[config.mk]
export PLATFORM = sky130hd
export DESIGN_NAME = wide_add_sequencer
export DESIGN_NICKNAME = d
export VERILOG_FILES = /design/src/rtl/wide_add_pkg.sv /design/src/rtl/adder_16_cin.sv /design/src/rtl/wide_add_sequencer.sv
export SDC_FILE = /design/constraint.sdc
export NUM_CORES = 1
export LEC_CHECK = 0
export ABC_AREA = 1
export CAP_MARGIN = 20
export CORE_UTILIZATION = 26
export CTS_BUF_LIST = sky130_fd_sc_hd__clkbuf_16
export DETAILED_ROUTE_END_ITERATION = 10
export PLACE_DENSITY = 0.56
export SYNTH_ARGS = -nofsm -noshare
export SYNTH_HDL_FRONTEND = slang
export SYNTH_SLANG_ARGS = --single-unit
[constraint.sdc]
create_clock -name clk -period 6.4 [get_ports clk]
set_input_delay 1.28 -clock clk [delete_from_list [all_inputs] [get_ports clk]]
set_output_delay 1.28 -clock clk [all_outputs]
set_load 0.01 [all_outputs]
[src/rtl/wide_add_pkg.sv]
// Shared types and carry-lookahead helpers for the multi-precision add/subtract sequencer.
package wide_add_pkg;

  localparam int WORD_W = 16;

  typedef enum logic [1:0] {
    IDLE,
    RUN,
    DRAIN
  } wide_add_state_e;

  typedef struct packed {
    logic gen;
    logic prop;
  } group_gp_t;

  // Group generate/propagate of a 4-bit block; independent of the block's carry-in.
  function automatic group_gp_t cla_group_gp(input logic [3:0] g, input logic [3:0] p);
    group_gp_t r;
    r.gen  = g[3] | (p[3] & g[2]) | (p[3] & p[2] & g[1]) | (p[3] & p[2] & p[1] & g[0]);
    r.prop = &p;
    return r;
  endfunction

  // Carry into each bit of a 4-bit block, all computed directly from the block carry-in.
  function automatic logic [3:0] cla_carries(input logic [3:0] g, input logic [3:0] p,
                                             input logic cin);
    logic [3:0] c;
    c[0] = cin;
    c[1] = g[0] | (p[0] & cin);
    c[2] = g[1] | (p[1] & g[0]) | (p[1] & p[0] & cin);
    c[3] = g[2] | (p[2] & g[1]) | (p[2] & p[1] & g[0]) | (p[2] & p[1] & p[0] & cin);
    return c;
  endfunction

endpackage

[src/rtl/adder_16_cin.sv]
// Combinational 16-bit two-level carry-lookahead adder: four 4-bit groups under a
// second lookahead level. Also exposes the carry into bit 15 for signed overflow.
module adder_16_cin
  import wide_add_pkg::*;
(
  input  logic [WORD_W-1:0] a,
  input  logic [WORD_W-1:0] b,
  input  logic              cin,
  output logic [WORD_W-1:0] s,
  output logic              cout,
  output logic              c15
);

  logic [WORD_W-1:0] g;
  logic [WORD_W-1:0] p;
  logic [WORD_W-1:0] c;
  logic [3:0]        grp_g;
  logic [3:0]        grp_p;
  logic [4:0]        grp_c;

  assign g = a & b;
  assign p = a ^ b;

  for (genvar k = 0; k < 4; k++) begin : g_group
    group_gp_t gp_k;
    assign gp_k               = cla_group_gp(g[4*k +: 4], p[4*k +: 4]);
    assign grp_g[k]           = gp_k.gen;
    assign grp_p[k]           = gp_k.prop;
    assign c[4*k +: 4]        = cla_carries(g[4*k +: 4], p[4*k +: 4], grp_c[k]);
  end

  // Second-level lookahead: every group carry is a flat function of cin, never rippled.
  assign grp_c[0] = cin;
  assign grp_c[1] = grp_g[0] | (grp_p[0] & cin);
  assign grp_c[2] = grp_g[1] | (grp_p[1] & grp_g[0]) | (grp_p[1] & grp_p[0] & cin);
  assign grp_c[3] = grp_g[2] | (grp_p[2] & grp_g[1]) | (grp_p[2] & grp_p[1] & grp_g[0])
                  | (grp_p[2] & grp_p[1] & grp_p[0] & cin);
  assign grp_c[4] = grp_g[3] | (grp_p[3] & grp_g[2]) | (grp_p[3] & grp_p[2] & grp_g[1])
                  | (grp_p[3] & grp_p[2] & grp_p[1] & grp_g[0])
                  | (grp_p[3] & grp_p[2] & grp_p[1] & grp_p[0] & cin);

  assign s    = p ^ c;
  assign cout = grp_c[4];
  assign c15  = c[15];

endmodule

[src/rtl/wide_add_sequencer.sv]
// Multi-precision add/subtract sequencer: streams LS-first word pairs through one 16-bit
// CLA slice with a registered inter-word carry. Define WIDE_ADD_OVF_EN to add out_ovf.
module wide_add_sequencer
  import wide_add_pkg::*;
#(
  parameter  int MAX_WORDS = 8,
  localparam int LEN_W     = $clog2(MAX_WORDS + 1)
) (
  input  logic              clk,
  input  logic              rst,
  input  logic              cmd_valid,
  output logic              cmd_ready,
  input  logic [LEN_W-1:0]  cmd_len,
  input  logic              cmd_sub,
  input  logic              in_valid,
  output logic              in_ready,
  input  logic [WORD_W-1:0] in_a,
  input  logic [WORD_W-1:0] in_b,
  output logic              out_valid,
  input  logic              out_ready,
  output logic [WORD_W-1:0] out_sum,
  output logic              out_last,
  output logic              out_carry,
`ifdef WIDE_ADD_OVF_EN
  output logic              out_ovf,
`endif
  output logic              busy
);

  localparam logic [LEN_W-1:0] MAX_LEN = LEN_W'(MAX_WORDS);
  localparam logic [LEN_W-1:0] ONE_LEN = LEN_W'(1);

  wide_add_state_e   state;
  logic              sub;
  logic              carry;
  logic [LEN_W-1:0]  remaining;
  logic [LEN_W-1:0]  len_clamped;
  logic [WORD_W-1:0] b_eff;
  logic [WORD_W-1:0] sum;
  logic              cout;
  logic              c15;
  logic              in_fire;
  logic              out_fire;
  logic              last_word;

  assign cmd_ready   = (state == IDLE);
  assign busy        = (state != IDLE);
  assign in_ready    = (state == RUN) && (!out_valid || out_ready);
  assign in_fire     = in_valid && in_ready;
  assign out_fire    = out_valid && out_ready;
  assign last_word   = (remaining == ONE_LEN);
  assign len_clamped = (cmd_len > MAX_LEN) ? MAX_LEN : cmd_len;

  // Subtraction is A + ~B + 1: the +1 comes from the carry register seeded with sub.
  assign b_eff = sub ? ~in_b : in_b;

  adder_16_cin u_slice (
    .a    (in_a),
    .b    (b_eff),
    .cin  (carry),
    .s    (sum),
    .cout (cout),
    .c15  (c15)
  );

`ifndef WIDE_ADD_OVF_EN
  logic unused_c15;
  assign unused_c15 = c15;
`endif

  // NOTE: state and outputs share one clocked block with non-blocking assignments, so every
  // branch reads pre-edge values and ordering inside the block cannot change behaviour.
  always_ff @(posedge clk) begin
    if (rst) begin
      state     <= IDLE;
      sub       <= 1'b0;
      carry     <= 1'b0;
      remaining <= '0;
      out_valid <= 1'b0;
      out_sum   <= '0;
      out_last  <= 1'b0;
      out_carry <= 1'b0;
`ifdef WIDE_ADD_OVF_EN
      out_ovf   <= 1'b0;
`endif
    end else begin
      case (state)
        IDLE: begin
          // A zero-length command is consumed here without leaving IDLE.
          if (cmd_valid && (cmd_len != '0)) begin
            sub       <= cmd_sub;
            carry     <= cmd_sub;
            remaining <= len_clamped;
            state     <= RUN;
          end
        end

        RUN: begin
          if (in_fire) begin
            out_valid <= 1'b1;
            out_sum   <= sum;
            out_carry <= cout;
            out_last  <= last_word;
`ifdef WIDE_ADD_OVF_EN
            out_ovf   <= last_word & (c15 ^ cout);
`endif
            carry     <= cout;
            remaining <= remaining - ONE_LEN;
            if (last_word) begin
              state <= DRAIN;
            end
          end else if (out_fire) begin
            out_valid <= 1'b0;
          end
        end

        DRAIN: begin
          if (out_fire) begin
            out_valid <= 1'b0;
            state     <= IDLE;
          end
        end

        default: state <= IDLE;
      endcase
    end
  end

endmodule

==> qor.txt <==
run status: completed
quantity of gates resized following cts: 0
# H-tree levels: 1
critical path type: input pin to primary output
final hold violation count: 0
number of synthesized register bits: 27
top-level I/O count: 64
Die Y: 92.3 um
Post-CTS Setup Repair Bufs: 0
slack of the critical path: 2.60 ns
sum of routed wire length over all layers: 5050 um
CP max FO: 3
core area: 7810 um^2
flop-to-flop setup slack: 3.44 ns
starting density of the core: 27.1%
total setup violations reported at the end of the flow: 0
top_reg_cell synth: sky130_fd_sc_hd__dfxtp_1
number of DRC markers in iteration 0: 50
origin of the worst min-delay path: out_sum[0]
number of search-and-repair iterations in the first detailed-routing pass: 4
startpoint kind of the worst setup timing path: input pin
CTS buffer count: 3
number of max-slew violations in the final report: 0
full die area: 8520 um^2
Slew Limit Headroom: 35.1%
minimum clock period after layout: 3.80 ns
PwrDens: 331 nW/um^2
Setup Skew: 0.00362 ns
top achievable clock speed: 263 MHz
Fin Setup TNS: 0 ns
clock latency reported for the late side of the worst-skew pair: 0.26 ns
Die Width: 92.3 um
distinct cell type count of the synthesized netlist: 39
type of destination of the critical path: primary output
CTS tree: built
slew at the pin with the worst max-slew slack: 0.972 ns
required time of the critical path: 5.12 ns
number of nets produced by synthesis: 359
final antenna diode count: 0
number of maximum-capacitance violations: 0
number of flops mapped to enable cells by yosys: 0
peak ir drop on the vdd network: 0.126 mV
portion of the clock cycle consumed by the worst path in the final layout: 59.4%
sequential-to-total area share from yosys stat: 25.5%
Worst R2R Path Depth: 12
IO buf count: 63
startpoint of the worst register-to-register path: sub
worst setup slack after placement: 2.60 ns
vias in the first global route: 1975
unrepaired setup endpoints after global routing: false
Leak: 1.36 nW
initial antenna violation count: 0
GRT Util Overall: 12.7%
standard-cell row count: 32
routed wire length per instance: 11.1 um
Layout area overhead: 38.0%
maximum buffer depth of the clock tree: 2
ANT nets after route: 0
maximum number of pins on one net before global-route repair: 35
Yosys warnings: 0
classification of the worst-slack hold path: register to register
library cell used as clock root buffer: sky130_fd_sc_hd__clkbuf_16
netlist area before placement: 2120 um^2
top library cells by usage in the layout, fill and taps aside: 63 x sky130_fd_sc_hd__clkdlybuf4s50_1, 56 x sky130_fd_sc_hd__nand2_1, 46 x sky130_fd_sc_hd__inv_1, 27 x sky130_fd_sc_hd__dfxtp_1, 25 x sky130_fd_sc_hd__a21oi_1
net total in the final layout: 420
share of cells above drive strength 1: 4.55%
Crit path arrival time: 2.52 ns
asr flop ratio synth: 0%
via count: 2014
HPWL Detailed: 3910 um
Syn Inst Count: 292
via-per-instance ratio: 4.44
routability congestion estimate from global placement: 0.827
leading cell type in the layout, fill and taps excluded: sky130_fd_sc_hd__clkdlybuf4s50_1
worst flop-to-flop path endpoint: out_sum[13]
mean instance size in the synthesized netlist: 7.26 um^2
total congestion overflow after global routing: 0
Hold-fix buffers, CTS: 0
DR DRC count: 0
origin of the worst setup path: out_ready
crit path capture: in_ready
clock-pin slew on the worst setup and hold paths: 0.07 ns
wire length of the first global-routing pass: 8760 um
clock tree sinks: 27
==> worst max-delay path: stages <==
cell and delay [ns]:
sky130_fd_sc_hd__clkdlybuf4s50_1 0.50, sky130_fd_sc_hd__nor2_1 0.08, sky130_fd_sc_hd__nor2_4 0.11, sky130_fd_sc_hd__clkdlybuf4s50_1 0.55
==> kinds of logic (layout without fill, tap and decap cells) <==
group           count (synthesis)  count (layout)  synth area share [%]
simple gates                   96              96                  19.7
fa+ha+maj                      25              25                  16.2
buf+inv                        56             116                  10.4
flops                          27              27                  25.5
xor+xnor                       22              22                  9.09
compound gates                 66              66                  19.1
==> metrics by stage <==
stage / cells / util (%) / total power [W] / instance area [um^2] / hold slack [ns]
final: 454 / 37.5 / 0.000966 / 2920 / 0.466
after floorplan: 292 / - / 0.000646 / 2120 / 0.457
after global routing: 454 / 37.5 / 0.00107 / 2920 / 0.507
after global placement: 450 / 36.4 / 0.000820 / 2840 / 0.456
after detailed placement: 450 / 36.4 / 0.000825 / 2840 / 0.463
after CTS: 454 / 37.5 / 0.000980 / 2920 / 0.475
==> state kept, by name (all words and copies together), names as in the netlist <==
signal / cells
out_valid: 1
state: 2
sub: 1
out_carry: 1
carry: 1
out_sum: 16
out_last: 1
remaining: 4
==> how the worst min path moves through the flow <==
stage | end | slack [ns] | cells past startpoint
after floorplan | remaining[2] | 0.46 | 2
after global placement | out_sum[0] | 0.46 | 2
after detailed placement | out_sum[0] | 0.46 | 2
after CTS | out_sum[0] | 0.47 | 2
after global routing | out_sum[0] | 0.51 | 2
final | out_sum[0] | 0.47 | 2
==> routing by layer <==
layer	track usage [%]	up-vias	wire length, um
li1	-	1070	-
met1	15.7	891	2360
met2	22.2	51	2380
met3	3.61	2	294
met4	1.69	0	20
met5	0	-	0
==> synth_stat cells, types with 2 or more instances <==
library cell	instances	area [um^2]
sky130_fd_sc_hd__inv_1	46	173
sky130_fd_sc_hd__dfxtp_1	27	541
sky130_fd_sc_hd__buf_2	2	10.0
sky130_fd_sc_hd__a21oi_2	2	17.5
sky130_fd_sc_hd__o21bai_1	2	15.0
sky130_fd_sc_hd__clkbuf_1	3	11.3
sky130_fd_sc_hd__xor2_1	17	149
sky130_fd_sc_hd__a221oi_1	2	17.5
sky130_fd_sc_hd__a21oi_1	25	125
sky130_fd_sc_hd__nand2_1	56	210
sky130_fd_sc_hd__xnor2_1	5	43.8
sky130_fd_sc_hd__nor2_1	15	56.3
sky130_fd_sc_hd__nor3_1	2	10.0
sky130_fd_sc_hd__o21ai_2	2	17.5
sky130_fd_sc_hd__nand3_1	14	70.1
sky130_fd_sc_hd__fa_1	4	80.1
sky130_fd_sc_hd__ha_1	21	263
sky130_fd_sc_hd__buf_4	2	15.0
sky130_fd_sc_hd__o21ai_0	19	95.1
sky130_fd_sc_hd__o21a_1	4	30.0
sky130_fd_sc_hd__and2_1	2	12.5
sky130_fd_sc_hd__a211oi_1	2	15.0
sky130_fd_sc_hd__o22ai_1	2	12.5
==> layout make-up <==
cell class	count	area, um^2
fillers	830	4880
multi-input cells	209	1360
repair buffers	63	631
flip-flops and latches	27	541
inverters	49	185
well taps	102	128
clock buffers	3	75.1
clock inverters	1	7.51
==> power by group <==
group	internal, W	total (W)	switching, W
logic	0.000260	0.000565	0.000305
registers	0.000212	0.000253	0.0000410
clock network	0.0000851	0.000148	0.0000625
Note: power is estimated with default switching activity, not from simulation.
